## src/rtl/display_page_scanner.sv

```systemverilog
// Time-multiplexed 7-seg digit scanner: walks the digit strobes, picks the nibble of the
// current page, and applies frame-aligned page switching, blink and leading-zero blanking.
module display_page_scanner #(
  parameter int DIGITS       = 4,
  parameter int PAGES        = 4,
  parameter int SCAN_DIV     = 50000,
  parameter int BLINK_FRAMES = 64,
  parameter int PW           = (PAGES > 1) ? $clog2(PAGES) : 1
) (
  input  logic                      clk,
  input  logic                      reset,
  input  logic [PAGES*DIGITS*4-1:0] data_in,
  input  logic [PW-1:0]             page_sel,
  input  logic [DIGITS-1:0]         blink_mask,
  input  logic                      blank_lz,
  output logic [DIGITS-1:0]         an,
  output logic [3:0]                hex_out,
  output logic                      digit_blank,
  output logic                      frame_done
);

  localparam int CW = (SCAN_DIV > 1) ? $clog2(SCAN_DIV) : 1;
  localparam int DW = $clog2(DIGITS);
  localparam int BW = (BLINK_FRAMES > 1) ? $clog2(BLINK_FRAMES) : 1;
  localparam logic [PW:0] PAGES_W = (PW+1)'(PAGES);

  logic [CW-1:0]       div_cnt;
  logic [DW-1:0]       digit_idx;
  logic [PW-1:0]       page_reg;
  logic [BW-1:0]       blink_cnt;
  logic                blink_phase;

  logic                tick;
  logic                last_digit;
  logic                frame_edge;
  logic [DW-1:0]       nidx;
  logic                page_ok;
  logic [PW-1:0]       page_eff;
  logic                blink_wrap;
  logic                phase_next;
  logic [DIGITS*4-1:0] page_word;
  logic [3:0]          nib_sel;
  logic                lz_hit;
  logic                blink_hit;
  logic                lz_off;

  assign tick       = (div_cnt == CW'(SCAN_DIV - 1));
  assign last_digit = (digit_idx == DW'(DIGITS - 1));
  assign frame_edge = tick & last_digit;
  assign nidx       = last_digit ? '0 : digit_idx + DW'(1);

  // The new page and blink phase take effect on the boundary edge itself, so digit 0
  // of the new frame already reflects them and a frame is never torn.
  assign page_ok    = ({1'b0, page_sel} < PAGES_W);
  assign page_eff   = (frame_edge && page_ok) ? page_sel : page_reg;
  assign blink_wrap = (blink_cnt == BW'(BLINK_FRAMES - 1));
  assign phase_next = (frame_edge && blink_wrap) ? ~blink_phase : blink_phase;

  always_comb begin
    page_word = '0;
    for (int p = 0; p < PAGES; p++) begin
      if (PW'(p) == page_eff) page_word = data_in[p*DIGITS*4 +: DIGITS*4];
    end
  end

  // lz_hit: the selected digit and every more-significant digit of the page are zero.
  always_comb begin
    nib_sel   = '0;
    lz_hit    = 1'b0;
    blink_hit = 1'b0;
    for (int d = 0; d < DIGITS; d++) begin
      if (DW'(d) == nidx) begin
        nib_sel   = page_word[d*4 +: 4];
        blink_hit = blink_mask[d];
        lz_hit    = 1'b1;
        for (int j = 0; j < DIGITS; j++) begin
          if (j >= d && page_word[j*4 +: 4] != 4'h0) lz_hit = 1'b0;
        end
      end
    end
  end

  assign lz_off = blank_lz & (nidx != '0) & lz_hit;

  always_ff @(posedge clk or posedge reset) begin
    if (reset) begin
      div_cnt     <= '0;
      digit_idx   <= '0;
      page_reg    <= '0;
      blink_cnt   <= '0;
      blink_phase <= 1'b0;
      an          <= {{(DIGITS-1){1'b1}}, 1'b0};
      hex_out     <= 4'h0;
      digit_blank <= 1'b1;
      frame_done  <= 1'b0;
    end else begin
      frame_done <= frame_edge;
      div_cnt    <= tick ? '0 : div_cnt + CW'(1);
      if (tick) begin
        digit_idx   <= nidx;
        an          <= ~(DIGITS'(1) << nidx);
        hex_out     <= nib_sel;
        digit_blank <= (phase_next & blink_hit) | lz_off;
      end
      if (frame_edge) begin
        page_reg    <= page_eff;
        blink_cnt   <= blink_wrap ? '0 : blink_cnt + BW'(1);
        blink_phase <= phase_next;
      end
    end
  end

endmodule
```

## config.mk

```make
export PLATFORM = sky130hd
export DESIGN_NAME = display_page_scanner
export DESIGN_NICKNAME = d
export VERILOG_FILES = /design/src/rtl/display_page_scanner.sv
export SDC_FILE = /design/constraint.sdc
export NUM_CORES = 1
export LEC_CHECK = 0
export ABC_AREA = 0
export BUFFER_PORTS_ARGS = -buffer_cell sky130_fd_sc_hd__buf_2
export CAP_MARGIN = 20
export CORE_ASPECT_RATIO = 1.1
export CORE_MARGIN = 3
export CORE_UTILIZATION = 50
export DETAILED_ROUTE_END_ITERATION = 6
export GPL_TIMING_DRIVEN = 0
export PLACE_DENSITY = 0.8
export SLEW_MARGIN = 20
export SYNTH_ARGS = -nofsm -noshare
export SYNTH_HDL_FRONTEND = slang
export SYNTH_SLANG_ARGS = --single-unit
```

## constraint.sdc

```tcl
create_clock -name clk -period 3.27 [get_ports clk]
set_input_delay 0.1635 -clock clk [delete_from_list [all_inputs] [get_ports clk]]
set_output_delay 0.1635 -clock clk [all_outputs]
set_load 0.02 [all_outputs]
```

# Word level (Yosys, flattened, before mapping)
# Index checks and enable logic that the tools add are counted.
# totals
regBits,37
inputBits,73
output_inout_bits,10
elab_cells,68
# classes
n_addsub,3
n_eq_ne,9
n_shift,1
mux,31
bitwise_logic,7
n_reduce_logical,8
# ops
op,count
16-bit two-way mux,5
1-bit two-way mux,19
16-bit by 1-bit adder with 16-bit output (second input constant),1
16-bit equality test (second input constant),1
4-bit two-way mux,4
4-bit nonzero test,4
2-bit equality test (first input constant),4
6-bit by 1-bit adder with 6-bit output (second input constant),1
6-bit equality test (second input constant),1
6-bit two-way mux,1
1-bit AND,4
1-bit by 2-bit equality test with 1-bit output (first input constant),2
2-bit logical NOT,2
2-bit two-way mux,2
4-bit inverter,1
1-bit by 2-bit << shifter with 4-bit output (first input constant),1
2-bit by 1-bit adder with 2-bit output (second input constant),1
2-bit equality test (second input constant),1
2-bit nonzero test,1
1-bit logical AND,1
1-bit inverter,1
1-bit bitwise OR,1

# Logic depth before layout (Yosys ltp)
# logic_depth
ltp_word,19
mapped_depth,12
mapped_depth_nobuf,10

# Least setup slack after synthesis
# OpenSTA, ideal clock, no wires.
# synth_timing
path_type,reg2reg
startpoint,register digit_idx[0]
endpoint,register digit_blank
setup_ns,0.086
arrival_time_ns,2.437
t_required_ns,3.184
setup_slack_ns,0.747
path_stages_with_launch,13
path_buffers,2
period_less_slack_ns,2.523
path_cell_list,dfrtp_1 -> ha_1 -> and4_1 -> and4_4 -> buf_6 -> a21oi_4 -> inv_4 -> buf_6 -> mux2i_1 -> mux2i_1 -> o41ai_2 -> a31oi_1 -> o31ai_2
# synth_between
elab_chain_len,19
elab_cells_between_ends,46
cone_classes,1 x add/sub; 7 x eq/ne; 25 x mux; 5 x bitwise; 8 x reduce/logical
# synth_lines
element,line_no,text
start: declaration,28,logic [DW-1:0] digit_idx;
start signal: assignment,100,digit_idx <= nidx;
2-bit equality test (*),48,assign last_digit = (digit_idx == DW'(DIGITS - 1));
1-bit AND (*),49,assign frame_edge = tick & last_digit;
named net frame_edge,35,logic frame_edge;
2-bit two-way mux,55,assign page_eff = (frame_edge && page_ok) ? page_sel : page_reg;
2-bit logical NOT,62,if (PW'(p) == page_eff) page_word = data_in[p*DIGITS*4 +: DIGITS*4];
16-bit two-way mux (4 in a row),62,
4-bit nonzero test,--,
1-bit two-way mux (4 in a row),77,if (j >= d && page_word[j*4 +: 4] != 4'h0) lz_hit = 1'b0;
1-bit two-way mux (4 in a row),72,if (DW'(d) == nidx) begin
1-bit AND,83,assign lz_off = blank_lz & (nidx != '0) & lz_hit;
1-bit bitwise OR (*),103,digit_blank <= (phase_next & blink_hit) | lz_off;
end signal: assignment,103,
end: declaration,18,"output logic digit_blank,"
# The timed path passes the listed nets; every way through them passes the cells marked *.
# A chain may end at the register's enable or synchronous reset.

# Worst setup path after layout
# Ends and elaborated chain as after synthesis.

==> results.md <==
* Die Ht at 78.6 microns
* Req. time, crit path at ~3.5 ns
* Min-delay worst type: in -> async
* R2R setup slack at 0.38 ns
* Status: finished with violations
* TNS Setup at 0 ns
* Fin Hold WS at -0.00129 ns
* Period minus WS final at ~2.9 ns
* R2R Path End: digit_blank
* CORE AREA at 4440 sq um
* Post-synth top area share at 0.345
* Max-cap violations at 0
* Part of the power in registers at 0.482
* DR pass1 iterations at 6
* Flip-flop count of the largest register, all copies and words added at 16
* CTS tree: built
* Clock Latency Late Sink at 0.30 ns
* Wire per inst at about 15 microns
* P_leak at 0.00143 uW
* Net Count, Synth at 327
* Yosys Warn Count at 0
* Worst Tran Pin Value at 0.768 ns
* Failing checks: hold timing
* Crit path launch type: flop
* Biggest register: div_cnt
* Row count at 25
* Number of routed nets with antenna violations at 0
* First-pass GRT wire length at about 10000 microns
* Switching power at between 200 and 250 uW
* Clock tree buffer depth at 2
* Drt drc at 0
* CP delay by family, top: compound AO/OA/AOI/OAI gates
* Initial core utilization at 0.539
* Finished Layout Cells at ~390
* Slowest CP cell: dfrtp_1
* Area contributors post-synth: dfrtp_1 34%, mux2i_1 16%, nand2_1 4.9%, dfstp_2 4.4%, ha_1 3.7%
* Maximum operating frequency at 0.346 GHz
* Layout cells sized above 1 at 0.338
* Unrepaired setup endpoints after global routing: false
* Vias in the first global route at 2181
* Sw Share at 0.212
* Synth Area in Compound Gates at 0.112
* Max stage delay on crit path at roughly 0.43 ns
* Part of the power in combinational logic at 0.083
* Avg Vias per Cell at 5.52
* Post-Synth Simple-Gate Area at 0.191
* Largest area contributor in the netlist: dfrtp_1
* Hold_buf cts at 0
* Largest net degree at the start of global routing at 38
* Htree depth at 2
* Root Driver: clkbuf_8
* RR Startpoint: digit_idx[0]
* Period Utilization, post-route at 0.883
* Top Registers: div_cnt (16), blink_cnt (6)
* Seq/Total Area, Yosys at 0.389
* Max-slew violations at 0
* CP Buf/Inv Count at 3
* Io pins at 83
* Fin. Hold Viols at 1
* Setup Skew at between 0.007 and 0.008 ns
* Pint at roughly 750 uW
* Most frequent cells after synthesis: 38 x mux2i_1, 33 x dfrtp_1, 31 x nand2_1, 16 x nand3_1, 14 x nor2_1
* Clock-pin slew on the worst setup and hold paths at 0.07 ns
* Initial antenna violation count at 0
* Pwr/cell area at 317 nW/um^2
* Detailed Place HPWL at 4690 microns
* Main flop type after synthesis: dfrtp_1
* Routability Congestion at 0.791
* CTS resizes at 0
* CP max FO at 10
* Clock power frac at 0.435
* Number of post-CTS setup repair buffers at 0
* Via Count at roughly 2.2k
* Die ar. at about 5700 sq um
* Area Overhead vs Synth at 25.0%
* Worst slew margin at 0.487
* Worst EP arrival at 3.11 ns
* # setup viols final at 0
* Synthesized area per cell at 9.70 sq um
* Synth Area in Adders at 0.0366
* Post-synthesis async set-or-reset flop share at 1.00
* Netlist cell types at 46
* Count leader, synth: mux2i_1
* Synth Cell Area at 2390 sq um
* Gr ovfl total at 0
* Peak supply drop at 0.000271 V
* All-Layer GR Usage at 0.226
* Antenna diodes at 0
* Crit-path cells: ha_1, and4_1, and4_4, buf_6, a21oi_4, inv_4, buf_6, mux2i_1, mux2i_1, o41ai_2, a31oi_1, o31ai_2
* Die extent in x at 72.0 microns
* Nets at 416
* EDFF count, synth at 0
* Mux contribution to synthesized area at 0.178
* Kind of critical path: reg -> reg
* 1st-iter DRT viols at about 130
* Reg2Reg Depth at 12
* Synth Instances at approximately 250
* Largest family of logic cells by synthesized area: simple AND/OR/NAND/NOR gates
* Fin util at 0.674
* Post-Synth XOR/XNOR Area at 0.0549
* DRT Wirelength at a little under 6000 microns
* I/O Buffers at 82
* Placed cells at 383
* Synthesis-stage register bit count at 37
* CTS Sinks at 37
* CP endpoint kind: flop
* Total CTS buffers at 5
[per-stage QoR]
step	power (uW)	setup WS, ns	area [sq um]
2_1_floorplan	495	0.747	2390
6_report	949	0.381	2990
5_1_grt	985	0.178	2990
4_1_cts	961	0.365	2990
3_5_place_dp	545	0.394	2870
3_3_place_gp	543	0.449	2870
[logic make-up (layout without fill, tap and decap cells)]
| logic type | Yosys count | count (layout) |
|---|---|---|
| AND/OR/NAND/NOR | 90 | 90 |
| flip-flops | 37 | 37 |
| adder cells (fa/ha/maj) | 7 | 7 |
| buffers and inverters | 19 | 109 |
| multiplexers | 41 | 41 |
| XOR/XNOR | 15 | 15 |
| AO/OA/AOI/OAI | 38 | 38 |
[cell type report]
| type | count | area [sq um] |
|---|---|---|
| Clock buffer | 6 | 82.6 |
| Sequential cell | 37 | 931 |
| Timing Repair Buffer | 82 | 410 |
| Inverter | 12 | 47.5 |
| Clock inverter | 2 | 37.5 |
| Tap cell | 54 | 67.6 |
| Multi-Input combinational cell | 191 | 1370 |
| Fill cell | 365 | 1450 |
| Buffer | 7 | 47.5 |
[layer usage]
layer,track usage,vias up,share of wire
li1,-,1064,-
met1,0.293,1026,0.43
met2,0.367,57,0.50
met3,0.0474,13,0.048
met4,0.0865,0,0.024
met5,0,-,0
[how the worst max path moves through the flow]
stage	from	end	slack [ns]	depth (start not counted)
global route	div_cnt[11]	digit_blank	0.18	9
CTS	div_cnt[11]	digit_blank	0.37	9
global placement	div_cnt[11]	digit_blank	0.45	9
detailed placement	div_cnt[11]	digit_blank	0.39	9
finish	digit_idx[0]	digit_blank	0.38	12
floorplan	digit_idx[0]	digit_blank	0.75	12
[power by group through the flow]
stage	clock network (uW)	logic [uW]	registers, uW
4_1_cts	425	79.0	457
2_1_floorplan	0	29.1	466
3_5_place_dp	0	78.9	466
6_report	413	78.4	458
3_3_place_gp	0	76.4	466
5_1_grt	439	88.5	457
[placed cells by master, fill, tap and decap left out, types with 2 or more instances in the layout]
cell / instances
ha_1: 7
a21oi_1: 9
nand2_1: 31
mux2i_1: 38
dfrtp_1: 33
xor2_1: 5
a31oi_1: 3
a221oi_1: 2
nor2_1: 14
o21ai_0: 12
and3_1: 2
o221a_2: 2
clkbuf_1: 2
buf_2: 84
xnor2_1: 10
nand4_1: 4
buf_6: 2
inv_1: 9
clkbuf_8: 6
or3_1: 2
mux2_2: 2
dfstp_2: 4
nor4b_2: 2
nor3_1: 8
nor2b_1: 2
nand3_1: 16
and2_1: 2
a32oi_1: 2
No activity file was read; power rests on OpenSTA's default activity.
